==> config.mk <==
export PLATFORM = sky130hd
export DESIGN_NAME = sync_fifo_flex_flat
export DESIGN_NICKNAME = d
export VERILOG_FILES = /design/src/rtl/sync_fifo_flex_pkg.sv /design/src/rtl/sync_fifo_flex_if.sv /design/src/rtl/sync_fifo_flex_mem.sv /design/src/rtl/sync_fifo_flex.sv /design/src/flat_wrapper.sv
export SDC_FILE = /design/constraint.sdc
export NUM_CORES = 1
export LEC_CHECK = 0
export BUFFER_PORTS_ARGS = -buffer_cell sky130_fd_sc_hd__buf_2
export CELL_PAD_IN_SITES_DETAIL_PLACEMENT = 2
export CELL_PAD_IN_SITES_GLOBAL_PLACEMENT = 2
export CORE_MARGIN = 2
export CORE_UTILIZATION = 40
export CTS_CLUSTER_DIAMETER = 40
export DETAILED_ROUTE_END_ITERATION = 12
export PLACE_DENSITY = 0.75
export SLEW_MARGIN = 20
export SYNTH_ARGS = -nofsm -noshare
export SYNTH_HDL_FRONTEND = slang
export SYNTH_SLANG_ARGS = --single-unit
==> constraint.sdc <==
create_clock -name i_clk -period 7.7 [get_ports i_clk]
set_input_delay 1.54 -clock i_clk [delete_from_list [all_inputs] [get_ports i_clk]]
set_output_delay 1.54 -clock i_clk [all_outputs]
set_load 0.01 [all_outputs]
==> src/rtl/sync_fifo_flex_pkg.sv <==
// Shared constants for sync_fifo_flex: default geometry and read-mode encodings.
package sync_fifo_flex_pkg;

    localparam int unsigned DEF_DATA_WIDTH = 8;
    localparam int unsigned DEF_FIFO_DEPTH = 16;

    localparam int unsigned MODE_STD  = 0;
    localparam int unsigned MODE_FWFT = 1;

endpackage

==> src/rtl/sync_fifo_flex_if.sv <==
// Producer/consumer handshake bundle for sync_fifo_flex; names are from the FIFO's point of view.
interface sync_fifo_flex_if
    import sync_fifo_flex_pkg::*;
#(
    parameter int unsigned DATA_WIDTH = DEF_DATA_WIDTH
) ();

    logic                  i_valid_s;
    logic [DATA_WIDTH-1:0] i_datain;
    logic                  o_ready_s;
    logic                  i_ready_m;
    logic                  o_valid_m;
    logic [DATA_WIDTH-1:0] o_dataout;

    modport slave (
        input  i_valid_s,
        input  i_datain,
        output o_ready_s,
        input  i_ready_m,
        output o_valid_m,
        output o_dataout
    );

    modport master (
        output i_valid_s,
        output i_datain,
        input  o_ready_s,
        output i_ready_m,
        input  o_valid_m,
        input  o_dataout
    );

endinterface

==> src/rtl/sync_fifo_flex_mem.sv <==
// Storage array for sync_fifo_flex: synchronous write, asynchronous read by address.
module sync_fifo_flex_mem #(
    parameter int unsigned DATA_WIDTH = 8,
    parameter int unsigned FIFO_DEPTH = 16,
    parameter int unsigned ADDR_WIDTH = $clog2(FIFO_DEPTH)
) (
    input  logic                  i_clk,
    input  logic                  i_we,
    input  logic [ADDR_WIDTH-1:0] i_waddr,
    input  logic [DATA_WIDTH-1:0] i_wdata,
    input  logic [ADDR_WIDTH-1:0] i_raddr,
    output logic [DATA_WIDTH-1:0] o_rdata
);

    logic [DATA_WIDTH-1:0] r_mem [FIFO_DEPTH];

    always_ff @(posedge i_clk) begin
        if (i_we) begin
            r_mem[i_waddr] <= i_wdata;
        end
    end

    assign o_rdata = r_mem[i_raddr];

endmodule

==> src/rtl/sync_fifo_flex.sv <==
// Synchronous FIFO with arbitrary depth, FWFT/standard read modes, level flags,
// synchronous flush and sticky overflow/underflow flags.
module sync_fifo_flex
    import sync_fifo_flex_pkg::*;
#(
    parameter int unsigned DATA_WIDTH = DEF_DATA_WIDTH,
    parameter int unsigned FIFO_DEPTH = DEF_FIFO_DEPTH,
    parameter int unsigned FWFT       = MODE_FWFT,
    parameter int unsigned ADDR_WIDTH = $clog2(FIFO_DEPTH),
    parameter int unsigned CNT_WIDTH  = $clog2(FIFO_DEPTH + 1)
) (
    input  logic                 i_clk,
    input  logic                 i_rst_n,
    input  logic                 i_flush,
    sync_fifo_flex_if.slave      bus,
    input  logic [CNT_WIDTH-1:0] i_almostfull_lvl,
    input  logic [CNT_WIDTH-1:0] i_almostempty_lvl,
    output logic                 o_full,
    output logic                 o_almostfull,
    output logic                 o_empty,
    output logic                 o_almostempty,
    output logic [CNT_WIDTH-1:0] o_count,
    output logic                 o_overflow,
    output logic                 o_underflow,
    input  logic                 i_clr_err
);

    localparam logic [CNT_WIDTH-1:0]  LP_DEPTH = CNT_WIDTH'(FIFO_DEPTH);
    localparam logic [ADDR_WIDTH-1:0] LP_LAST  = ADDR_WIDTH'(FIFO_DEPTH - 1);

    logic [ADDR_WIDTH-1:0] r_wr_ptr, r_rd_ptr;
    logic [CNT_WIDTH-1:0]  r_count;
    logic                  r_overflow, r_underflow;

    logic                  w_full, w_empty, w_push, w_pop;
    logic                  w_overflow_set, w_underflow_set;
    logic [DATA_WIDTH-1:0] w_rdata;
    logic [CNT_WIDTH-1:0]  w_free;

    assign w_full  = (r_count == LP_DEPTH);
    assign w_empty = (r_count == '0);
    assign w_free  = LP_DEPTH - r_count;

    // Flush drops any push/pop of the same cycle, and raises no error for them.
    assign w_push         = bus.i_valid_s & !w_full & !i_flush;
    assign w_overflow_set = bus.i_valid_s & w_full & !i_flush;

    sync_fifo_flex_mem #(
        .DATA_WIDTH (DATA_WIDTH),
        .FIFO_DEPTH (FIFO_DEPTH),
        .ADDR_WIDTH (ADDR_WIDTH)
    ) u_mem (
        .i_clk   (i_clk),
        .i_we    (w_push),
        .i_waddr (r_wr_ptr),
        .i_wdata (bus.i_datain),
        .i_raddr (r_rd_ptr),
        .o_rdata (w_rdata)
    );

    if (FWFT == MODE_FWFT) begin : g_fwft
        assign w_pop           = !w_empty & bus.i_ready_m & !i_flush;
        assign bus.o_valid_m   = !w_empty;
        // Gate stale array contents so an empty FIFO presents zero data.
        assign bus.o_dataout   = w_empty ? '0 : w_rdata;
        assign w_underflow_set = 1'b0;
    end else begin : g_std
        logic                  r_valid_m;
        logic [DATA_WIDTH-1:0] r_dataout;

        assign w_pop           = bus.i_ready_m & !w_empty & !i_flush;
        assign w_underflow_set = bus.i_ready_m & w_empty & !i_flush;

        always_ff @(posedge i_clk or negedge i_rst_n) begin
            if (!i_rst_n) begin
                r_valid_m <= 1'b0;
                r_dataout <= '0;
            end else begin
                r_valid_m <= w_pop;
                if (w_pop) begin
                    r_dataout <= w_rdata;
                end
            end
        end

        assign bus.o_valid_m = r_valid_m;
        assign bus.o_dataout = r_dataout;
    end

    always_ff @(posedge i_clk or negedge i_rst_n) begin
        if (!i_rst_n) begin
            r_wr_ptr <= '0;
            r_rd_ptr <= '0;
            r_count  <= '0;
        end else if (i_flush) begin
            r_wr_ptr <= '0;
            r_rd_ptr <= '0;
            r_count  <= '0;
        end else begin
            if (w_push) begin
                r_wr_ptr <= (r_wr_ptr == LP_LAST) ? '0 : r_wr_ptr + ADDR_WIDTH'(1);
            end
            if (w_pop) begin
                r_rd_ptr <= (r_rd_ptr == LP_LAST) ? '0 : r_rd_ptr + ADDR_WIDTH'(1);
            end
            if (w_push && !w_pop) begin
                r_count <= r_count + CNT_WIDTH'(1);
            end else if (w_pop && !w_push) begin
                r_count <= r_count - CNT_WIDTH'(1);
            end
        end
    end

    // Set has priority over a same-cycle clear.
    always_ff @(posedge i_clk or negedge i_rst_n) begin
        if (!i_rst_n) begin
            r_overflow  <= 1'b0;
            r_underflow <= 1'b0;
        end else begin
            r_overflow  <= w_overflow_set | (r_overflow & !i_clr_err);
            r_underflow <= w_underflow_set | (r_underflow & !i_clr_err);
        end
    end

    assign bus.o_ready_s  = !w_full;
    assign o_full         = w_full;
    assign o_empty        = w_empty;
    assign o_almostfull   = (w_free <= i_almostfull_lvl);
    assign o_almostempty  = (r_count <= i_almostempty_lvl);
    assign o_count        = r_count;
    assign o_overflow     = r_overflow;
    assign o_underflow    = r_underflow;

endmodule

==> src/flat_wrapper.sv <==
// flat-port wrapper written by rule: the top's interface ports become plain ports
module sync_fifo_flex_flat import sync_fifo_flex_pkg::*;
#(
    parameter int unsigned DATA_WIDTH = DEF_DATA_WIDTH,
    parameter int unsigned FIFO_DEPTH = DEF_FIFO_DEPTH,
    parameter int unsigned FWFT       = MODE_FWFT,
    parameter int unsigned ADDR_WIDTH = $clog2(FIFO_DEPTH),
    parameter int unsigned CNT_WIDTH  = $clog2(FIFO_DEPTH + 1)
)
  (i_clk, i_rst_n, i_flush, i_almostfull_lvl, i_almostempty_lvl, o_full, o_almostfull, o_empty, o_almostempty, o_count, o_overflow, o_underflow, i_clr_err, bus_i_valid_s, bus_i_datain, bus_o_ready_s, bus_i_ready_m, bus_o_valid_m, bus_o_dataout);
  sync_fifo_flex_if #(.DATA_WIDTH(DATA_WIDTH)) bus_i ();
  input  logic i_clk;
  input  logic i_rst_n;
  input  logic i_flush;
  input  logic [CNT_WIDTH-1:0] i_almostfull_lvl;
  input  logic [CNT_WIDTH-1:0] i_almostempty_lvl;
  output logic o_full;
  output logic o_almostfull;
  output logic o_empty;
  output logic o_almostempty;
  output logic [CNT_WIDTH-1:0] o_count;
  output logic o_overflow;
  output logic o_underflow;
  input  logic i_clr_err;
  input wire logic [$bits(bus_i.i_valid_s)-1:0] bus_i_valid_s;
  input wire logic [$bits(bus_i.i_datain)-1:0] bus_i_datain;
  output wire logic [$bits(bus_i.o_ready_s)-1:0] bus_o_ready_s;
  input wire logic [$bits(bus_i.i_ready_m)-1:0] bus_i_ready_m;
  output wire logic [$bits(bus_i.o_valid_m)-1:0] bus_o_valid_m;
  output wire logic [$bits(bus_i.o_dataout)-1:0] bus_o_dataout;
  assign bus_i.i_valid_s = bus_i_valid_s;
  assign bus_i.i_datain = bus_i_datain;
  assign bus_o_ready_s = bus_i.o_ready_s;
  assign bus_i.i_ready_m = bus_i_ready_m;
  assign bus_o_valid_m = bus_i.o_valid_m;
  assign bus_o_dataout = bus_i.o_dataout;
  sync_fifo_flex #(.DATA_WIDTH(DATA_WIDTH), .FIFO_DEPTH(FIFO_DEPTH), .FWFT(FWFT), .ADDR_WIDTH(ADDR_WIDTH), .CNT_WIDTH(CNT_WIDTH)) u_core (.i_clk(i_clk), .i_rst_n(i_rst_n), .i_flush(i_flush), .bus(bus_i), .i_almostfull_lvl(i_almostfull_lvl), .i_almostempty_lvl(i_almostempty_lvl), .o_full(o_full), .o_almostfull(o_almostfull), .o_empty(o_empty), .o_almostempty(o_almostempty), .o_count(o_count), .o_overflow(o_overflow), .o_underflow(o_underflow), .i_clr_err(i_clr_err));
endmodule
==> flow_summary.json, run 1 <==
{
  "slew_viol_final": 0,
  "num-nets-final": 465,
  "start_util_pct": 40.8,
  "pwr-share-seq_pct": 38.7,
  "synth_fp_nets": 414,
  "synth_area_um2": 6200,
  "cts-root-buf": "clkbuf_16",
  "dr_total_vias": 3424,
  "p_clk_share_pct": 36.2,
  "cp_max_fo": 2,
  "core_um2": 15200,
  "die_height_um": 129,
  "maxSlewHeadroom_pct": 26.6,
  "critPathTopFamily": "compound AO/OA/AOI/OAI gates",
  "outcome": "completed",
  "crit_cells": 9,
  "setup_slack_ns": 3.31,
  "dp_hpwl_um": 10300,
  "cp_common_cell": "o21a_1",
  "swShare_pct": 30.5,
  "dpl_cell_area_um2": 6610,
  "ys_seq_area_share_pct": 68.0,
  "grt.overflow.total": 0,
  "grt_usage_pct": 20.8,
  "switching_power_mw": 0.710,
  "placementRows": 45,
  "antenna_found_initial": 0,
  "path_class": "primary input to output port",
  "antennaDiodeCount": 0,
  "cp_slowest_cell": "ha_1",
  "synth_warnings": 0,
  "p_leak_nw": 2.52,
  "synth_area_per_cell_um2": 16.9,
  "clkLatencyLatePin_ns": 0.42,
  "grt_busiest_layer": "met2",
  "viasPerCell": 5.53,
  "post-route-period-util_pct": 57.0,
  "final_cell_area_um2": 7210,
  "post_cts_resized": 0,
  "drive_gt1_share_pct": 26.9,
  "clk_path_buf_depth": 2,
  "use_met2_pct": 36.2,
  "ios": 45,
  "nFillCells": 1384,
  "min_path_type": "flip-flop to flip-flop",
  "drc": 0,
  "crit_chain": "buf_2 -> inv_1 -> ha_1 -> nor2b_1 -> o21a_1 -> o21a_1 -> o21a_1 -> o22ai_1 -> buf_2",
  "setup_viol": 0,
  "dr.pass1.iters": 4,
  "io_buffers": 44,
  "post-cts-setup-buffers": 0,
  "synth.distinct_cells": 39,
  "clkTransAtPathRegs_ns": 0.06,
  "finalCriticalPeriod_ns": 4.39,
  "hold_depth": 1,
  "place_ws_ns": 3.33,
  "tightest_slew_ns": 1.10,
  "ctsHoldBuffers": 0,
  "htree_levels": 4,
  "grt_util_met3_pct": 4.41,
  "gp_congestion": 0.720,
  "grt_pass1_wl_um": 24200,
  "p_per_area_nw_per_um2": 323,
  "wl_per_cell_um": 25.3,
  "drt_iter0_drc": 276,
  "antenna_left": 0,
  "end_kind": "output port",
  "routed_wl_um": 15700,
  "rsz0062_at_grt": "no",
  "synth_seq_cells": 143,
  "p_total_mw": 2.33,
  "clock_sinks": 143,
  "skew_ns": 0.0117,
  "p_int_mw": 1.62,
  "finalHoldViolCount": 0,
  "multi_input_comb_area_um2": 1840,
  "max_freq_mhz": 228,
  "yosys-top-cells-area": "edfxtp_1 (62%), mux4_2 (11%), dfrtp_1 (6.0%), ha_1 (4.4%), mux2i_1 (3.2%)",
  "drv_cap": 0,
  "required_ns": 6.16,
  "p_comb_share_pct": 25.2,
  "final-seq-area_um2": 4220,
  "path_buf_inv": 3,
  "met1_usage_pct": 25.6,
  "vdd_drop_max_mv": 0.168,
  "hold_slack_ns": 0.509,
  "synth.top_cell.area_share_pct": 61.9,
  "cts_buffers": 17,
  "synth_cells": 367,
  "tritoncts": "yes",
  "cp.arrival_ns": 2.85,
  "setup_tns_ns": 0,
  "start_kind": "primary input",
  "worstRegToRegCells": 12,
  "syn_to_final_growth_pct": 16.2,
  "slowest_delay_ns": 0.29,
  "yosysTopAreaCell": "edfxtp_1",
  "grt_pass1_vias": 3935,
  "grt_max_degree": 40,
  "die_area_um2": 16500,
  "dieWidth_um": 129
}
## state kept, by name (all words and copies together) (netlist names)
name / flops
u_core.o_count: 5
u_core.o_overflow: 1
u_core.o_underflow: 1
u_core.r_rd_ptr: 4
u_core.r_wr_ptr: 4
u_core.u_mem.r_mem: 128
## synthesized netlist by cell type
library cell and number:
edfxtp_1 128, mux4_2 30, nor2_1 27, ha_1 22, mux2i_1 20, inv_1 18, nand2_1 18, dfrtp_1 15
a21oi_1 10, buf_2 8, nor3_1 8, o22ai_1 8, nor2b_1 6, nand2b_1 4, nand3_1 4, o21a_1 4
xnor2_1 4, a22oi_1 3, clkbuf_1 3, o21ai_0 3, xor2_1 3, a311oi_1 2, buf_6 2, nor3b_1 2
a211oi_1 1, a21o_1 1, a41oi_1 1, and2_1 1, and2b_1 1, buf_4 1, buf_8 1, fa_1 1
nand3b_1 1, nand4_1 1, o211ai_1 1, o221ai_1 1, or2_2 1, or4_1 1, xnor2_2 1
## routing by layer
metal / share of wire, % / wire length [um]
met5: 0 / 0
met4: 1.5 / 243
met3: 3.8 / 590
met2: 52 / 8220
met1: 42 / 6630
## cells in the final DEF (no fill, tap or decap), types with 2 or more instances in the layout
cell type / n
nand3_1: 4
inv_6: 5
dfrtp_1: 14
edfxtp_1: 128
xor2_1: 3
nor2b_1: 6
a21oi_1: 10
nor3_1: 4
clkinv_4: 2
buf_2: 44
o21a_1: 4
mux4_2: 30
inv_8: 3
o21ai_0: 3
nor2_1: 27
nor3b_1: 2
buf_4: 3
a22oi_1: 3
nand2_1: 18
clkbuf_16: 17
a311oi_1: 2
mux2i_1: 20
inv_1: 18
nor3_2: 4
bufinv_16: 2
o22ai_1: 8
clkinvlp_4: 2
ha_1: 22
nand2b_1: 4
xnor2_1: 4
## power by group through the flow
stage,Sequential [mW],Combinational [mW],Clock (mW)
after floorplan,0.910,0.404,0
after global placement,0.911,0.547,0
after detailed placement,0.914,0.587,0
after CTS,0.900,0.597,0.855
after global routing,0.902,0.649,0.883
final,0.899,0.586,0.841
## logic make-up (layout without fill, tap and decap cells)
group | count (synthesis) | count (layout) | share of synthesized area (%)
muxes | 50 | 50 | 14.1
adders and majority gates | 23 | 23 | 4.76
AOI/OAI and AO/OA | 35 | 35 | 3.63
xor gates and xnor gates | 8 | 8 | 1.25
DFF | 143 | 143 | 68.0
and+or+nand+nor | 75 | 75 | 5.61
buffers and inverters | 33 | 97 | 2.64
## worst paths after layout
kind	from	end	slack (ns)
max	i_almostempty_lvl[1]	o_almostempty	3.31
min in group asynchronous	i_rst_n	u_core.r_wr_ptr[0]$_DFFE_PN0P_	1.02
min reg2reg	u_core.o_underflow$_DFF_PN0_	u_core.o_underflow$_DFF_PN0_	0.51
max reg2reg	u_core.o_count[0]$_DFFE_PN0P_	u_core.o_count[4]$_DFFE_PN0P_	4.00
max in group asynchronous	i_rst_n	u_core.r_rd_ptr[0]$_DFFE_PN0P_	6.39
min	u_core.o_underflow$_DFF_PN0_	u_core.o_underflow$_DFF_PN0_	0.51
## cell type report
class	instances	share of cell area, %
tap	188	3.26
multi-input combinational	191	25.6
inverter	18	0.937
clock buffer	17	5.90
sequential	143	58.5
clock inverter	15	2.43
timing repair buffer	47	3.37
## per-stage QoR
stage	util (%)	cells
global route	47.4	619
detailed placement	43.5	587
CTS	47.4	619
finish	47.4	619
global placement	43.5	587
floorplan	-	367
Power figures use the tool's default switching activity.
==> run 2: changes to the inputs <==
--- a/config.mk
+++ b/config.mk
@@ -5,14 +5,15 @@
 export SDC_FILE = /design/constraint.sdc
 export NUM_CORES = 1
 export LEC_CHECK = 0
+export ABC_AREA = 1
 export BUFFER_PORTS_ARGS = -buffer_cell sky130_fd_sc_hd__buf_2
 export CELL_PAD_IN_SITES_DETAIL_PLACEMENT = 2
 export CELL_PAD_IN_SITES_GLOBAL_PLACEMENT = 2
 export CORE_MARGIN = 2
-export CORE_UTILIZATION = 40
+export CORE_UTILIZATION = 35
 export CTS_CLUSTER_DIAMETER = 40
 export DETAILED_ROUTE_END_ITERATION = 12
-export PLACE_DENSITY = 0.75
+export PLACE_DENSITY = 0.78
 export SLEW_MARGIN = 20
 export SYNTH_ARGS = -nofsm -noshare
 export SYNTH_HDL_FRONTEND = slang
==> constraint.sdc (replaced) <==
create_clock -name i_clk -period 4 [get_ports i_clk]
set_input_delay 0.8 -clock i_clk [delete_from_list [all_inputs] [get_ports i_clk]]
set_output_delay 0.8 -clock i_clk [all_outputs]
set_load 0.01 [all_outputs]
==> run 2 against run 1 <==
Effect of this change:
- via count grew 46%
- die area increased by 23%
- sequential share of layout area is 4.4 points lower
- final cell count rose by 57%
- routed wire length increased by 25%
- critical path type is now flip-flop to output port
- register-to-register slack lost 3.1 ns
- count of clock-buffer cells in the layout is 1 higher
- hold slack worse by 0.23 ns
- critical path depth grew 2
==> flow_summary.json, run 2 <==
{
  "core_um2": 18800,
  "setup_slack_ns": 0.671,
  "synth.top_cell.area_share_pct": 57.1,
  "dr_total_vias": 4997,
  "critPathCapture": "o_almostfull",
  "largest_reg_flops": 128,
  "p_leak_nw": 3.37,
  "pwr-share-seq_pct": 37.5,
  "synth_area_per_cell_um2": 9.98,
  "startpoint": "u_core.o_count[0]$_DFFE_PN0P_",
  "rsz0062_at_grt": "no",
  "place_ws_ns": 0.876,
  "final-seq-area_um2": 4220,
  "reg2reg_slack_ns": 0.89,
  "final_core_util_pct": 41.5,
  "cts-root-buf": "clkbuf_16",
  "dp.cells": 940,
  "io_buffers": 44,
  "num-nets-final": 772,
  "routed_wl_um": 19700,
  "p_clk_share_pct": 35.4,
  "synth.distinct_cells": 25,
  "setup_viol": 0,
  "dieWidth_um": 143,
  "vdd_drop_max_mv": 0.324,
  "nFillCells": 2049,
  "dr.pass1.iters": 4,
  "ctsHoldBuffers": 0,
  "required_ns": 3.20,
  "ios": 45,
  "cp_common_cell": "ha_1",
  "slew_viol_final": 0,
  "cts_buffers": 17,
  "die_height_um": 143,
  "skew_ns": 0.0186,
  "final_cell_mix": "nand2_1 (223), edfxtp_1 (128), inv_1 (92), nand3_1 (92), buf_2 (44)",
  "drt_iter0_drc": 179,
  "slowest_delay_ns": 0.45,
  "drive_gt1_share_pct": 13.0,
  "tritoncts": "yes",
  "worstRegToRegCells": 15,
  "ys_seq_area_share_pct": 62.7,
  "synth_most_common_cell": "nand2_1",
  "finalCriticalPeriod_ns": 3.33,
  "antenna_found_initial": 0,
  "swShare_pct": 32.7,
  "clock_sinks": 143,
  "htree_levels": 4,
  "grt_max_degree": 69,
  "post-cts-setup-buffers": 0,
  "dp_hpwl_um": 13000,
  "clk_path_buf_depth": 2,
  "synth_edf_count": 128,
  "syn_to_final_growth_pct": 15.7,
  "final_common_cell": "nand2_1",
  "switching_power_mw": 1.52,
  "gp_congestion": 0.741,
  "outcome": "completed",
  "post-route-period-util_pct": 83.2,
  "p_per_area_nw_per_um2": 595,
  "tightest_slew_ns": 0.975,
  "synth_warnings": 0,
  "yosysTopAreaCell": "edfxtp_1",
  "synth_seq_cells": 143,
  "cp.arrival_ns": 2.53,
  "min_path_type": "primary input to asynchronous set/reset pin",
  "die_area_um2": 20400,
  "maxSlewHeadroom_pct": 34.8,
  "grt_usage_pct": 20.5,
  "cp_max_fo": 6,
  "p_comb_share_pct": 27.1,
  "synthArstFlopShare_pct": 10.5,
  "synth_ff_type": "edfxtp_1",
  "post_cts_resized": 0,
  "drv_cap": 0,
  "crit_chain": "inv_1 -> ha_1 -> nand2_1 -> nor2_1 -> ha_1 -> inv_1 -> ha_1 -> nand2_1 -> nor3_1 -> o22ai_1 -> buf_2",
  "synth_area_um2": 6730,
  "start_kind": "flip-flop",
  "grt_pass1_vias": 5742,
  "yosys-top-cells-area": "edfxtp_1 (57%), nand2_1 (12%), nand3_1 (6.8%), dfrtp_1 (5.6%), inv_1 (5.1%)",
  "antenna_left": 0,
  "p_total_mw": 4.63,
  "synth_fp_nets": 721,
  "r2r-end": "u_core.o_count[4]$_DFFE_PN0P_",
  "end_kind": "output port",
  "grt_pass1_wl_um": 31100,
  "regMostFlops": "u_core.u_mem.r_mem",
  "drc": 0,
  "antennaDiodeCount": 0,
  "max_freq_mhz": 300,
  "multi_input_comb_area_um2": 1960,
  "grt.overflow.total": 0,
  "worstReg2RegStart": "u_core.o_count[0]$_DFFE_PN0P_",
  "path_class": "flip-flop to output port",
  "placementRows": 50,
  "p_int_mw": 3.12,
  "clkTransAtPathRegs_ns": 0.06,
  "finalHoldViolCount": 0,
  "viasPerCell": 5.15,
  "clkLatencyLatePin_ns": 0.43,
  "cp_slowest_cell": "dfrtp_1",
  "wl_per_cell_um": 20.3,
  "synth_cells": 674,
  "start_util_pct": 35.9,
  "fin_cells": 970,
  "synth_common_cells": "nand2_1 (223), edfxtp_1 (128), inv_1 (92), nand3_1 (92), ha_1 (22)",
  "setup_tns_ns": 0
}
[run 2: cell types whose count changed in the layout (fill, tap and decap cells not counted), moves of 5 or more]
cell     before  now
nor3_1        4   14
buf_4         3   14
a21oi_1      10   15
nand3_1       4   92
mux4_2       30    0
mux2i_1      20    0
inv_1        18   92
nor2_1       27   10
o21ai_0       3   10
nor2b_1       6    0
nand2_1      18  223
[run 2: area by class of cell]
class / instances / area share [%]
sequential: 143 / 54.2
multi-input combinational: 406 / 25.2
clock buffer: 18 / 5.51
inverter: 98 / 4.76
timing repair buffer: 59 / 4.43
tap: 234 / 3.76
clock inverter: 12 / 2.17
[run 2: logic make-up after synthesis]
group / synth area share (%)
AOI/OAI and AO/OA: 2.64
xor gates and xnor gates: 0.781
adders and majority gates: 4.39
buffers and inverters: 8.16
DFF: 62.7
and+or+nand+nor: 21.3
[run 2: power groups by stage]
stage / logic (mW) / clock network, mW / registers [mW]
after floorplan: 0.847 / 0 / 1.76
after global placement: 1.17 / 0 / 1.76
after detailed placement: 1.26 / 0 / 1.77
after CTS: 1.28 / 1.67 / 1.74
after global routing: 1.42 / 1.72 / 1.74
final: 1.26 / 1.64 / 1.74
[run 2: how the worst min path moves through the flow]
stage                                                to  slack (ns)  cells after the start
after floorplan           u_core.o_count[0]$_DFFE_PN0P_        0.50                      0
after global placement     u_core.o_underflow$_DFF_PN0_        0.48                      2
after detailed placement   u_core.o_underflow$_DFF_PN0_        0.50                      2
after CTS                 u_core.o_count[4]$_DFFE_PN0P_        0.28                      1
after global routing        u_core.o_overflow$_DFF_PN0_        0.30                      1
final                     u_core.o_count[4]$_DFFE_PN0P_        0.28                      1
[run 2: critical path, delay by kind of cell (launching register included)]
| kind | cells | cell delay [ns] |
|---|---|---|
| flip-flops | 1 | 0.45 |
| adder cells (fa/ha/maj) | 3 | 0.83 |
| AO/OA/AOI/OAI | 1 | 0.10 |
| AND/OR/NAND/NOR | 4 | 0.39 |
| buffers and inverters | 3 | 0.34 |
[run 2: stage by stage]
step / instance area (um^2) / hold slack, ns
6_report: 7790 / 0.283
5_1_grt: 7790 / 0.295
2_1_floorplan: 6730 / 0.504
3_3_place_gp: 7190 / 0.476
4_1_cts: 7790 / 0.283
3_5_place_dp: 7190 / 0.505
[run 2: routing by layer]
layer  GRT usage, %  wire, um  vias to the layer above
met5              0         0                        -
met4           6.36       276                        0
met3           3.69       561                       20
met2           38.7     10900                       73
met1           23.4      7940                     2594
li1               -         -                     2310
